File: config.mk
export PLATFORM = sky130hd
export DESIGN_NAME = spi_slave_rx
export DESIGN_NICKNAME = d
export VERILOG_FILES = /design/src/rtl/spi_slave_rx.sv
export SDC_FILE = /design/constraint.sdc
export NUM_CORES = 1
export LEC_CHECK = 0
export CORE_UTILIZATION = 45
export CTS_CLUSTER_DIAMETER = 30
export CTS_CLUSTER_SIZE = 16
export DETAILED_ROUTE_END_ITERATION = 16
export HOLD_SLACK_MARGIN = 0.05
export PLACE_DENSITY = 0.71
export SYNTH_ARGS = -nofsm -noshare
export SYNTH_HDL_FRONTEND = slang
export SYNTH_SLANG_ARGS = --single-unit
export TNS_END_PERCENT = 30
File: constraint.sdc
create_clock -name clk -period 2.8 [get_ports clk]
set_clock_uncertainty 0.1 [all_clocks]
set_input_delay 0.28 -clock clk [delete_from_list [all_inputs] [get_ports clk]]
set_output_delay 0.28 -clock clk [all_outputs]
set_load 0.02 [all_outputs]
File: src/rtl/spi_slave_rx.sv
// rtl/spi_slave_rx.sv - SPI mode-0 receive slave, oversampled on clk.
// Optional reply shifter on miso enabled by defining SPI_SLAVE_MISO_EN.
module spi_slave_rx #(
   parameter int N           = 16,
   parameter int DATA_WIDTH  = 5,
   parameter int SYNC_STAGES = 2
) (
   input  logic         clk,
   input  logic         rst_n,
   input  logic         sclk,
   input  logic         cs,
   input  logic         mosi,
   output logic         miso,
   input  logic [N-1:0] tx_data,
   output logic [N-1:0] rx_data,
   output logic         rx_valid,
   output logic         rx_err,
   output logic         busy
);

   localparam logic [DATA_WIDTH-1:0] N_CNT = DATA_WIDTH'(N);

   typedef enum logic [1:0] {
      S_LOCKOUT = 2'd0,
      S_IDLE    = 2'd1,
      S_RECV    = 2'd2,
      S_DONE    = 2'd3
   } state_t;

   logic [SYNC_STAGES-1:0] sclk_sync_q;
   logic [SYNC_STAGES-1:0] cs_sync_q;
   logic [SYNC_STAGES-1:0] mosi_sync_q;
   logic                   sclk_hist_q;
   logic                   cs_hist_q;

   state_t                 state_q;
   logic [DATA_WIDTH-1:0]  count_q;
   logic [N-1:0]           shreg_q;
   logic                   overlong_q;
   logic [N-1:0]           rx_data_q;
   logic                   rx_valid_q;
   logic                   rx_err_q;
   logic                   busy_q;

   logic sclk_s;
   logic cs_s;
   logic mosi_s;
   logic sclk_rise;
   logic cs_rise;

   assign sclk_s    = sclk_sync_q[SYNC_STAGES-1];
   assign cs_s      = cs_sync_q[SYNC_STAGES-1];
   assign mosi_s    = mosi_sync_q[SYNC_STAGES-1];
   assign sclk_rise = sclk_s & ~sclk_hist_q;
   assign cs_rise   = cs_s & ~cs_hist_q;

   // cs synchronizer resets to "asserted" so the lockout state waits for a real deselect.
   always_ff @(posedge clk or negedge rst_n) begin
      if (!rst_n) begin
         sclk_sync_q <= '0;
         cs_sync_q   <= '0;
         mosi_sync_q <= '0;
         sclk_hist_q <= 1'b0;
         cs_hist_q   <= 1'b0;
      end else begin
         sclk_sync_q <= {sclk_sync_q[SYNC_STAGES-2:0], sclk};
         cs_sync_q   <= {cs_sync_q[SYNC_STAGES-2:0], cs};
         mosi_sync_q <= {mosi_sync_q[SYNC_STAGES-2:0], mosi};
         sclk_hist_q <= sclk_s;
         cs_hist_q   <= cs_s;
      end
   end

   always_ff @(posedge clk or negedge rst_n) begin
      if (!rst_n) begin
         state_q    <= S_LOCKOUT;
         count_q    <= '0;
         shreg_q    <= '0;
         overlong_q <= 1'b0;
         rx_data_q  <= '0;
         rx_valid_q <= 1'b0;
         rx_err_q   <= 1'b0;
         busy_q     <= 1'b0;
      end else begin
         rx_valid_q <= 1'b0;
         rx_err_q   <= 1'b0;
         case (state_q)
            S_LOCKOUT: begin
               if (cs_s) state_q <= S_IDLE;
            end
            // Level test also catches a cs fall that landed during S_DONE.
            S_IDLE: begin
               if (!cs_s) begin
                  state_q    <= S_RECV;
                  count_q    <= '0;
                  shreg_q    <= '0;
                  overlong_q <= 1'b0;
                  busy_q     <= 1'b1;
               end
            end
            S_RECV: begin
               if (sclk_rise) begin
                  if (count_q != N_CNT) begin
                     shreg_q <= {shreg_q[N-2:0], mosi_s};
                     count_q <= count_q + DATA_WIDTH'(1);
                  end else begin
                     overlong_q <= 1'b1;
                  end
               end
               if (cs_rise) begin
                  state_q <= S_DONE;
                  busy_q  <= 1'b0;
               end
            end
            S_DONE: begin
               state_q <= S_IDLE;
               if (count_q == N_CNT && !overlong_q) begin
                  rx_data_q  <= shreg_q;
                  rx_valid_q <= 1'b1;
               end else begin
                  rx_err_q <= 1'b1;
               end
            end
            default: state_q <= S_LOCKOUT;
         endcase
      end
   end

   assign rx_data  = rx_data_q;
   assign rx_valid = rx_valid_q;
   assign rx_err   = rx_err_q;
   assign busy     = busy_q;

`ifdef SPI_SLAVE_MISO_EN
   logic [N-1:0] shadow_q;
   logic         sclk_fall;

   assign sclk_fall = ~sclk_s & sclk_hist_q;

   always_ff @(posedge clk or negedge rst_n) begin
      if (!rst_n) begin
         shadow_q <= '0;
      end else if (state_q == S_IDLE && !cs_s) begin
         shadow_q <= tx_data;
      end else if (state_q == S_RECV && sclk_fall) begin
         shadow_q <= {shadow_q[N-2:0], 1'b0};
      end
   end

   assign miso = (state_q == S_RECV && count_q != N_CNT) ? shadow_q[N-1] : 1'b0;
`else
   logic unused_tx;

   assign unused_tx = ^tx_data;
   assign miso      = 1'b0;
`endif

endmodule

== After elaboration in Yosys (flattened, before gate mapping) ==
Index checks and enable logic that the tools add are counted.

* Flip-flop bits (word level): 51
* Latch bits: 0
* RAM bits: 0
* Bits in read-only memories: 0
* Bits of input ports: 21
* Logic and storage cells: 61
* Memories: 0

* $add $sub $neg: 1
* Multiply operators: 0
* Div/mod/pow operators: 0
* Magnitude comparators: 0
* Equal/unequal tests: 11
* Shift operators: 0
* Muxes and demuxes: 23
* Bitwise gates (word level): 4
* Reductions and logical operators: 9

{| class="wikitable"
|+ Operators with widths
! cell !! count
|-
| 16-bit 2-to-1 mux || 3
|-
| 16-bit one-hot mux with 2 select lines || 1
|-
| 5-bit 2-to-1 mux || 3
|-
| 2-bit != test, second input constant || 6
|-
| 5-bit one-hot mux with 2 select lines || 1
|-
| 1-bit 2-to-1 mux || 9
|-
| 2-bit one-hot mux with 4 select lines || 1
|-
| 4-bit AND reduction || 2
|-
| 2-bit 2-to-1 mux || 3
|-
| 3-bit AND reduction || 2
|-
| 5-bit by 1-bit adder with 5-bit output, second input constant || 1
|-
| 5-bit equality test, second input constant || 1
|-
| 5-bit != test, second input constant || 1
|-
| 2-bit equality test, second input constant || 2
|-
| 1-bit one-hot mux with 2 select lines || 2
|-
| 1-bit bitwise AND || 2
|-
| 2-bit by 1-bit equality test with 1-bit output, second input constant || 1
|-
| 2-bit logical NOT || 1
|-
| 1-bit inverter || 2
|-
| 2-bit AND reduction || 1
|-
| 2-bit nonzero test || 1
|-
| 1-bit logical AND || 1
|-
| 1-bit logical NOT || 1
|}

== Logic depth before layout (Yosys ltp) ==
Gate-level depths: netlist of the first run.

* Depth in word-level cells: 4
* Mapped depth: 8
* Mapped depth without buffers: 6

== Least setup slack after synthesis of the first run ==
Ideal clock, no wire load.

* Path type: reg2reg
* Start: reg state_q[0]
* End: reg shreg_q[0]
* Library setup time: 121 ps
* Data arrival time: 1684 ps
* Path slack: 895 ps
* Cell stages (with the launch flop): 9
* Buffers on the path: 2
* Cell sequence: dfrtp_1 > inv_1 > ha_1 > buf_4 > nor2_1 > a211oi_4 > o21ai_2 > buf_6 > a22o_2

* Longest elaborated chain between the ends: 3
* Elaborated cells between the ends (all ways): 8
* Those cells by class: eq/ne (5); mux (1); reduce/logical (2)

{| class="wikitable"
|+ RTL lines
! what !! RTL line !! RTL
|-
| start: declaration || 36 || <nowiki>state_t state_q;</nowiki>
|-
| start signal: assignment || 76 || <nowiki>state_q <= S_LOCKOUT;</nowiki>
|-
| start signal: assignment || 89 || <nowiki>if (cs_s) state_q <= S_IDLE;</nowiki>
|-
| start signal: assignment || 94 || <nowiki>state_q <= S_RECV;</nowiki>
|-
| 2-bit equality test or 2-bit by 1-bit equality test with 1-bit output (tied branches) || 87 || <nowiki>case (state_q)</nowiki>
|-
| 2-bit != test (no source line) or 2-bit nonzero test (tied branches) || - ||
|-
| 4-bit AND reduction (no source line) || - ||
|-
| end signal: assignment || 104 || <nowiki>shreg_q <= {shreg_q[N-2:0], mosi_s};</nowiki>
|-
| end: declaration || 38 || <nowiki>logic [N-1:0] shreg_q;</nowiki>
|}

Several ways; a longest one is shown, not always the timed one.
A chain may end at the register's enable or synchronous reset.

== Final worst setup path of the first run ==
* Start: reg state_q[0]
* End: reg count_q[0]

* Longest elaborated chain between the ends: 3
* Elaborated cells between the ends (all ways): 8
* Those cells by class: eq/ne (5); mux (1); reduce/logical (2)

{| class="wikitable"
|+ RTL lines
! what !! RTL line !! RTL
|-
| 2-bit equality test or 2-bit by 1-bit equality test with 1-bit output (tied branches) || 87 ||
|-
| 2-bit != test (no source line) or 2-bit nonzero test (tied branches) || - ||
|-
| 4-bit AND reduction (no source line) || - ||
|-
| end signal: assignment || 105 || <nowiki>count_q <= count_q + DATA_WIDTH'(1);</nowiki>
|-
| end: declaration || 37 || <nowiki>logic [DATA_WIDTH-1:0] count_q;</nowiki>
|}

Several ways; a longest one is shown, not always the timed one.

==> results of run 1 <==
[per-stage QoR]
| step | utilization [%] | std cells |
|---|---|---|
| floorplan | - | 139 |
| global placement | 53.0 | 211 |
| detailed placement | 53.0 | 211 |
| CTS | 55.6 | 220 |
| global route | 55.6 | 220 |
| finish | 55.6 | 220 |
[cells in the final DEF, fill, tap and decap left out, drive strengths merged, types with 2 or more instances in the layout]
master / instances
mux2i: 3
a22o: 18
clkbuf: 7
buf: 3
dfrtp: 51
ha: 6
inv: 7
nand2: 7
o21ai: 2
a21oi: 3
clkdlybuf4s50: 22
nand3: 3
mux2: 18
nor3: 3
[metal layers]
layer	GRT usage [%]	vias to the layer above	part of all wire, %	wire length (um)
met5	0	-	0	0
met4	4.31	0	0.65	21
met3	3.78	4	3.5	112
met2	23.2	29	48	1540
met1	19.9	593	48	1560
li1	-	547	-	-
[what timing repair did]
action | 4_1_cts | 5_1_grt
hold buffers | 1 | 0
endpoints found under the hold margin | 23 | 0
endpoints found under the setup margin | 0 | 0
[worst max-delay path, delay by kind of cell, from the launching register on]
family	cells	cell delay (ns)
compound gates	2	0.69
fa+ha+maj	1	0.39
buf+inv	1	0.11
flops	1	0.42
mux	1	0.35
simple gates	1	0.14
[power breakdown]
part | leakage, nW | total (mW) | switching, mW | internal, mW
registers | 0.684 | 0.823 | 0.0384 | 0.784
logic | 0.427 | 0.412 | 0.253 | 0.159
clock network | 0.0505 | 0.456 | 0.231 | 0.225
[final timing paths]
check,start,end,slack (ns)
max,state_q[0],count_q[0],0.49
min,cs_sync_q[0],cs_sync_q[1],0.25
max reg2reg,state_q[0],count_q[0],0.49
min reg2reg,cs_sync_q[0],cs_sync_q[1],0.25
max in group asynchronous,rst_n,count_q[0],1.46
min in group asynchronous,rst_n,busy,0.39
[registers in the layout (all words and copies together), names as in the netlist]
signal and flops:
cs_sync_q 2, cs_hist_q 1, sclk_hist_q 1, state_q 2, shreg_q 16, sclk_sync_q 2
count_q 5, busy 1, overlong_q 1, mosi_sync_q 2, rx_data 16, rx_valid 1
rx_err 1
[area by class of cell]
class / count / area (sq um) / share of cell area, %
sequential: 51 / 1280 / 52.7
clock buffer: 7 / 96.3 / 3.98
tap: 52 / 65.1 / 2.69
multi-input combinational: 76 / 701 / 28.9
clock inverter: 1 / 7.51 / 0.310
inverter: 7 / 26.3 / 1.08
timing repair buffer: 26 / 250 / 10.3
[cells by family (layout without fill, tap and decap cells)]
family | Yosys count | in the layout | synth area share [%]
flops | 51 | 51 | 62.3
compound gates | 27 | 27 | 12.2
mux | 21 | 21 | 11.4
simple gates | 21 | 21 | 6.78
buf+inv | 12 | 41 | 3.48
fa+ha+maj | 6 | 6 | 3.67
other cells | 1 | 1 | 0.183
==> out/results.txt, run 1 <==
The delay of the slowest cell on the worst path is 0.42 ns. sky130_fd_sc_hd__dfrtp_1 takes more of the synthesized area than any other cell. The tools report the sequential cell area fraction in the yosys report as 62.3%. The commonest cells after synthesis are sky130_fd_sc_hd__dfrtp_1, sky130_fd_sc_hd__mux2_2, sky130_fd_sc_hd__a22o_2. The tools report the H-tree depth as 2. TritonCTS built the clock tree.

The congestion estimate from routability-driven global placement came to 0.746. The number of antenna violations at the first check in global routing is 0. Synthesis handed over a netlist of 139 instances. Dividing the detail-routed via count by the number of cells gives 5.33. The logs give 433 MHz for the maximum clock frequency and 0.384 mV for the peak supply drop.

For this run, the number of Yosys warnings is 0. Post-CTS repair changed the size of 0 cells. Synthesis produced a netlist with a net count of 166. Summing internal, switching and leakage power gives 1.69 mW. The class of the tightest hold or removal check was flop to flop.

Number of global-route vias before repair: 1199. The die is 69.5 um tall. The number of synthesized register bits is 51, and the number of hold violations in the final report is 0. Wire length reported by the detailed router: 3.23 mm. Of all flip-flops after synthesis, the portion carrying an async set or reset was 100%.

The worst hold path passes through 0 cells. Across all setup checks in the final design, the least slack found is 0.488 ns. The final routed DRC violation total is 0, and the violation count after the first detailed-route iteration is 20. STA puts the critical path data required time at 2.88 ns.

Counting the buffers created by CTS gives 5. The power per cell area was 698 nW/um^2. The number of input and output port buffers inserted was 23.

For this design the static power due to leakage is 1.16 nW. The most common cell in the synthesized netlist is sky130_fd_sc_hd__dfrtp_1. The max-slew violation count was 0; the total global routing overflow was 0.

The maximum net fanout on the critical path is 18, and the total cell area at the placement stage is 2310 sq um. Pin placement for this block handled 41 I/O pins. Sorting the synthesized cells by area gives the leading types as sky130_fd_sc_hd__dfrtp_1, sky130_fd_sc_hd__mux2_2, sky130_fd_sc_hd__a22o_2, sky130_fd_sc_hd__ha_1, sky130_fd_sc_hd__mux2i_1. The post-route worst hold slack was 0.253 ns. At the later pin of the worst-skew pair, clock insertion delay measures 0.30 ns. Among all flip-flop cells after synthesis, the most frequent one is sky130_fd_sc_hd__dfrtp_1.

In the final timing run, aggregate negative setup slack is 0 ns. Area growth from synthesis to final layout: 18.3%. The flow ran to the end, and the final reports show no timing, DRC or antenna violations.

Setup violations remaining at the end of the flow were counted as 0. Count of standard-cell rows: 24. The worst setup path is captured at a flop.

Vias after detailed routing: 1173. The average instance area after synthesis works out to 14.7 sq um. At the pin with the least slew margin, the transition time is 0.742 ns. Entering global routing, the biggest net connects 29 pins. The number of nets with antenna violations after routing was 0; the antenna diode count was 0. Setup repair after global routing left no endpoint under its margin.

Clock-pin slew was measured on the worst setup and hold paths at 0.09 ns. For the fill cell instance count of the final layout, the log shows 336. The number of cells on the worst reg-to-reg path is 6. The first global-routing pass estimated 5.62 mm of wire. The logs give 2.39 ns for the arrival time at the worst endpoint and 4 for the number of search-and-repair iterations in the first detailed-routing pass. Summing every instance area after synthesis gives 2050 sq um.

The worst path uses 82.6% of the clock period. The number of buffers inserted to repair setup after CTS is 0, and the horizontal die dimension is 69.5 um. The detailed-route wire length per cell is 14.7 um. At the end of the flow, the number of nets in the layout was 194.

Counting I/O delays and the setup requirement, the final critical path takes 2.31 ns. Measured against its own limit, the worst slew margin works out to 50.5%. Final standard cell area without fillers: 2420 sq um. After floorplanning, the core was sized to cover 4350 sq um. The logs give 47.0% for the starting density of the core and 0 for the number of maximum-capacitance violations. Traced cell by cell, the critical path runs through inv_1 > ha_1 > nor2_1 > a211oi_4 > o21ai_2 > mux2_2.

For this design, the sink count on the clock tree is 51. Synthesis instantiated 28 different standard cells from the library. The slowest stage cell on the critical path is sky130_fd_sc_hd__dfrtp_1. In this run the deepest clock path goes through 2 buffers.

In this run, synthesis inferred 0 flip-flops with an integrated enable. The HPWL reported at the end of detailed placement is 2.10 mm. The worst setup path is launched from a flop.

Global routing consumed, over all layers together, 14.6% of the routing resources. The worst setup path is of the flop to flop kind. Of the cells placed in the final design, the portion with a size suffix greater than 1 is 30.4%. Clock tree synthesis selected as its root buffer the cell sky130_fd_sc_hd__clkbuf_8. The die covers 4830 sq um.

Prior to clock tree synthesis, the placed netlist has a worst setup slack of 0.516 ns. After synthesis, the largest area contributor takes up 62.3% of total cell area.
No activity file was read; power rests on OpenSTA's default activity.
==> inputs of run 2 (changes only) <==
PLACE_DENSITY = 0.74   (was 0.71)
clock period = 1.9 ns   (was 2.8 ns; I/O delays follow)
==> run 2 against run 1 <==
Effect of this change: cell count grew 4.5%; worst hold slack lost 0.029 ns; non-clock buffer count increased by 9; setup slack got worse by 0.47 ns; global-route usage up 3.0 points; die area stayed put; wire length grew 16%; critical path depth rose by 1; largest cell class unchanged.
==> out/results.txt, run 2 (same netlist as run 1, synthesis figures left out) <==
The run finished with clean final reports. The run gives 41 (unchanged) as the I/O pin total. The clock-pin slew of the registers on the worst-case setup and hold paths was 0.09 ns (about the same). For the fraction of power consumed by sequential logic, the log shows 42.3% (-6.4 points). Leaving out fill and tap cells, the most frequent cells in the layout are sky130_fd_sc_hd__dfrtp_1, sky130_fd_sc_hd__clkdlybuf4s50_1, sky130_fd_sc_hd__mux2_2. The maximum clock frequency is 531 MHz (+23%). The run gives 32.9% (+8.6 points) as the share of power burned in combinational logic. Grouping stages by cell kind, the critical path spends the most delay in flip-flops. Detailed-route wire length per cell: 16.2 um (+11%). The critical path goes through ha_4 > and2_4 > a211oi_4 > buf_4 > buf_6 > mux2i_1 > nand2_1.

The run gives 24.8% (-2.2 points) as the proportion of power drawn by the clock network. The transition time of the tightest slew-check pin came out at 0.627 ns (-0.115 ns). The count of placed standard cells including taps was 215 (+1.9%). Setup repair after global routing could not meet its margin everywhere. TritonCTS built the clock tree. The max-slew violation count came out at 0 (unchanged). The worst setup path is of the flop to flop kind. The buffer and inverter count on the worst path was 2 (+1). The slowest stage cell on the critical path was sky130_fd_sc_hd__dfrtp_1.

The worst setup path is captured at a flop. The tools report the arrival time at the worst endpoint as 1.98 ns (-0.41 ns). The fraction of the cycle the final worst path needs was 99.0% (+16 points). The clock insertion delay at the later pin of the skew report was 0.30 ns (about the same). The CTS buffer count is 5 (unchanged). The area growth from synthesis to final layout was 25.8%; the internal power summed over all cells was 1.97 mW (+69%). The tools report the required time reported for the critical path endpoint as 1.99 ns (-0.89 ns).

The logs give 2.34 mm (+11%) for the HPWL reported at the end of detailed placement and 230 (+4.5%) for the non-filler instance count after layout. The vias per cell was 5.44 (+2.1%); the number of hold violations in the final report was 0 (unchanged). The count of standard-cell rows was 24 (unchanged). The logs give 2 (unchanged) for the H-tree depth and 47.0% (unchanged) for the starting density of the core.

The run gives 1353 (+13%) as the number of global-route vias before repair. The maximum net fanout on the critical path works out to 5 (-13). The path class of the tightest hold or removal check is primary input to flop. The peak supply drop is 0.637 mV (+66%). The total area of sequential cells is 1280 sq um (unchanged). The tools report the clock tree buffer depth as 2 (unchanged). The root buffer selected by CTS is sky130_fd_sc_hd__clkbuf_8.

The overall fraction of global-route tracks in use is 17.6% (+3.0 points). The maximum number of pins on one net before global-route repair is 52 (+79%), and the number of search-and-repair iterations in the first detailed-routing pass is 4 (unchanged). The library cell used most frequently in the layout, excluding fill and tap cells, is sky130_fd_sc_hd__dfrtp_1. Number of antenna violations at the first check in global routing: 0 (unchanged).

The share of total power consumed by net switching is 31.3% (+0.43 points). The logs give 0 (unchanged) for the number of nets with antenna violations after routing and 80 (+300%) for the violation count after the first detailed-route iteration. The logs give 0 (unchanged) for the number of maximum-capacitance violations and 0.899 mW (+72%) for the net switching power.

The fraction of layout cells with a size suffix above 1 was 37.1% (+6.7 points). The power per cell area was 1110 nW/um^2 (+60%); the count of nets after finishing was 205 (+5.7%). The run gives 0 (unchanged) as the antenna diode count. The headroom to the max-slew limit came out at 58.2% (+7.7 points). The total setup violations reported at the end of the flow came out at 0 (unchanged).

The footprint of the multi-input gates is 766 sq um (+9.3%). The tools report the startpoint kind of the worst setup timing path as a flop. The run gives 0 (unchanged) as the total global routing overflow. The post-route worst hold slack was 0.224 ns (-0.0288 ns); the die outline height was 69.5 um (unchanged). Number of clock sinks: 51 (unchanged).

For the wire length reported by the detailed router, the log shows 3.74 mm (+16%). The final routed DRC violation total was 0 (unchanged); the horizontal die dimension was 69.5 um (unchanged). The delay of the slowest cell on the worst path is 0.44 ns (+0.02 ns), and the full die area is 4830 sq um (unchanged). The clock period minus worst slack works out to 1.88 ns (-0.430 ns).

The run gives 1252 (+6.7%) as the vias after detailed routing. The fill cell instance count of the final layout is 323 (-3.9%), and the number of input and output port buffers inserted is 23 (unchanged). The leakage power of the design was 1.22 nW (+4.8%). The run gives 0.811 (+8.6%) as the global placement routability congestion. Wire length of the first global-routing pass: 6.53 mm (+16%). The tools report the area of the core as 4350 sq um (unchanged).
[run 2: changes by cell type in the layout (fill, tap and decap cells not counted), moves of 2 or more]
cell                       previous run  this run
sky130_fd_sc_hd__inv_2                0         2
sky130_fd_sc_hd__buf_4                2         7
sky130_fd_sc_hd__clkbuf_8             7         5
sky130_fd_sc_hd__buf_6                0         3
sky130_fd_sc_hd__o21ai_4              0         2
sky130_fd_sc_hd__ha_1                 6         4
sky130_fd_sc_hd__ha_4                 0         2
sky130_fd_sc_hd__inv_1                7         5
[run 2: power by group through the flow]
stage                     Clock [mW]  Combinational (mW)  Sequential (mW)
final                          0.712               0.945             1.21
after global routing           0.767                1.02             1.22
after CTS                      0.735               0.769             1.20
after detailed placement           0               0.680             1.23
after global placement             0               0.641             1.22
after floorplan                    0               0.485             1.25
[run 2: layout make-up]
type	count	share of cell area (%)
Sequential cell	51	49.5
Multi-Input combinational cell	78	29.7
Timing Repair Buffer	35	13.3
Clock buffer	6	2.82
Tap cell	52	2.52
Clock inverter	1	1.17
Inverter	7	1.02
[run 2: final timing paths]
| check | start | endpoint | slack (ns) | depth (start not counted) |
|---|---|---|---|---|
| setup / recovery | state_q[0] | count_q[4] | 0.02 | 7 |
| hold / removal | cs | cs_sync_q[0] | 0.22 | 1 |
| setup reg to reg | state_q[0] | count_q[4] | 0.02 | 7 |
| hold reg to reg | cs_sync_q[0] | cs_sync_q[1] | 0.25 | 0 |
| max in group asynchronous | rst_n | cs_sync_q[0] | 0.86 | 3 |
| min in group asynchronous | rst_n | rx_valid | 0.41 | 3 |
[run 2: per-stage QoR]
stage	util, %	worst slack [ns]	setup TNS, ns	area, sq um	power (mW)
after floorplan	-	0.0204	0	2060	1.73
after CTS	57.5	0.00985	0	2500	2.71
after global placement	54.2	0.0559	0	2360	1.87
final	59.2	0.0183	0	2580	2.87
after detailed placement	54.2	0.000880	0	2360	1.91
after global routing	59.2	-0.0366	-0.208	2580	3.01
[run 2: metal layers]
metal / global-route usage (%) / wire, um
met1: 22.5 / 1630
met2: 27.9 / 1880
met3: 5.09 / 152
met4: 7.94 / 65
met5: 0 / 0
[run 2: what timing repair did]
action | 4_1_cts | 5_1_grt
endpoints found under the setup margin | 20 | 31
hold endpoints to repair | 51 | 0
hold buffers | 1 | 0
cloned | 1 | 1
pin swaps | 2 | 4
setup buffers | 1 | 5
resized for setup | 2 | 10
==> RTL edit: new RTL, settings of run 2 <==
Encoding of `state_t`: now one-hot (4 bits for 4 states).
--- a/src/rtl/spi_slave_rx.sv
+++ b/src/rtl/spi_slave_rx.sv
@@ -20,11 +20,11 @@
 
    localparam logic [DATA_WIDTH-1:0] N_CNT = DATA_WIDTH'(N);
 
-   typedef enum logic [1:0] {
-      S_LOCKOUT = 2'd0,
-      S_IDLE    = 2'd1,
-      S_RECV    = 2'd2,
-      S_DONE    = 2'd3
+   typedef enum logic [3:0] {
+      S_LOCKOUT = 4'b0001,
+      S_IDLE    = 4'b0010,
+      S_RECV    = 4'b0100,
+      S_DONE    = 4'b1000
    } state_t;
 
    logic [SYNC_STAGES-1:0] sclk_sync_q;
Formal check against the unedited RTL: no difference found for any inputs over 10 cycles, from zero or initial values and one cycle with rst_n low; not proved beyond that.
==> RTL edit against run 2 <==
The run now ends with DRC, setup timing left. Non-clock buffer count rose by 3. Routed wire length decreased by 5.9%. Area after synthesis grew 7.0%. Sequential cell count rose by 2. Cell area increased by 4.8%. Worst setup slack lost 0.045 ns. Largest cell class unchanged.
Power is not compared: it rests on default switching activity, and its combinational part moved more than twofold at a synthesized area within 25%.
==> RTL edit: results (changes against run 2) <==
Route
  – Router iterations before antenna repair: 10 (+6)
  – 1st-iter DRT viols: 85 (+6.3%)
  – DR vias: 1406 (+12%)
  – DRC viols: 2 (+2)
  – Routed WL: 3.52 mm (-5.9%)

GRT
  – Grt ovf: 0 (unchanged)
  – Largest net degree at the start of global routing: 54 (+3.8%)
  – First-pass GRT wire length: 6.18 mm (-5.4%)
  – Gr usage total: 15.6% (-2.0 points)
  – Vias in the first global route: 1377 (+1.8%)

Clock tree
  – Clock slew at reported path FFs: 0.10 ns
  – H-tree levels: 2 (unchanged)
  – Setup Buffers After CTS: 0 (-1)
  – Maximum clock insertion buffer count: 2 (unchanged)

Place
  – GPL Wtd Cong: 0.793 (-2.1%)
  – DPL Wire Length: 2.26 mm (-3.1%)

Hold path
  – Hold wc startpoint: cs

Yosys
  – Ys Warns: 0 (unchanged)
  – Sequential share of the synthesized area: 60.6% (-1.7 points)
  – Commonest cells in the netlist: 52 x dfrtp_1, 42 x nand2_1, 22 x o21ai_0
  – Syn_nets: 209 (+26%)
  – Area contributors post-synth: dfrtp_1 59%, nand2_1 7.2%, mux2_4 6.2%, o21ai_0 5.0%, mux2_2 3.6%
  – Yosys cell types: 36 (+29%)

Outcome
  – Status: complete, but fails checks
  – Failing checks: DRC, setup timing

Cells and area
  – Number of diodes: 0 (unchanged)
  – Fill cells: 390 (+21%)
  – Nets: 243 (+19%)
  – Share of cells above drive strength 1: 21.3% (-16 points)

Worst setup path
  – R2R Setup Slk: -0.03 ns (-0.05 ns)
  – Reg2Reg Launch Point: state_q[1]
  – Crit path DAT: 2.03 ns (+0.05 ns)

Power
  – Max VDD drop: 0.558 mV
  – Sw frac: 25.8%

STA
  – Finish-stage setup viols: 14 (+14)
  – Final TNS setup: -0.198 ns (-0.198 ns)
  – Final worst slack: -0.0270 ns (-0.0454 ns)
## RTL edit: critical path, cell delays in order (launching register included)
cell and delay, ns:
dfrtp_1 0.44, or4b_4 0.55, nor3_4 0.22, buf_6 0.17, mux2_2 0.33
## RTL edit: layout make-up
class	count	area [um^2]	share of cell area [%]
clock buffer	5	68.8	2.55
sequential	53	1330	49.1
timing repair buffer	38	373	13.8
multi-input combinational	118	800	29.6
tap	54	67.6	2.50
clock inverter	3	50.0	1.85
inverter	4	15.0	0.556
## RTL edit: routing by layer
metal	share of wire [%]	vias to the layer above	GRT usage [%]
li1	-	690	-
met1	47	677	20.1
met2	47	32	25.3
met3	4.0	7	3.52
met4	1.4	0	7.19
met5	0	-	0
## RTL edit: what timing repair did
| action | in CTS | in global routing |
|---|---|---|
| hold endpoints to repair | 53 | 0 |
| resized for setup | 2 | 5 |
| setup endpoints to repair | 8 | 32 |
| hold buffers | 1 | 0 |
## RTL edit: path summary, 6_finish.rpt
path | end | cells after the start
setup / recovery | rx_data[1] | 4
hold / removal | cs_sync_q[0] | 1
setup reg to reg | rx_data[1] | 4
hold reg to reg | cs_sync_q[1] | 0
max in group asynchronous | state_q[0] | 3
min in group asynchronous | state_q[1] | 3
## RTL edit: per-stage QoR
step	setup slack (ns)	utilization, %	std cells	hold slack, ns	instance area (um^2)
final	-0.0270	57.6	275	0.209	2700
after global routing	-0.0840	57.6	275	0.205	2700
after global placement	0.0141	54.2	266	0.105	2540
after CTS	-0.0484	57.1	275	0.208	2680
after floorplan	-0.123	-	186	-0.206	2190
after detailed placement	-0.0296	54.2	266	0.107	2540
## RTL edit: kinds of logic (layout without fill, tap and decap cells)
group                      count (synthesis)  in the layout  share of synthesized area, %
AOI/OAI and AO/OA                         30             30                          7.42
xor gates and xnor gates                   1              1                         0.400
adders and majority gates                  2              2                          1.14
buffers and inverters                     15             50                          4.22
DFF                                       53             53                          60.6
muxes                                     17             17                          10.2
other                                      1              1                         0.171
and+or+nand+nor                           67             67                          15.9
## RTL edit: power groups by stage
stage          clock (W)  sequential [W]  combinational [W]
3_3_place_gp           0         0.00125           0.000299
5_1_grt         0.000845         0.00123           0.000342
3_5_place_dp           0         0.00125           0.000307
4_1_cts         0.000816         0.00123           0.000309
2_1_floorplan          0         0.00124           0.000199
6_report        0.000799         0.00122           0.000311
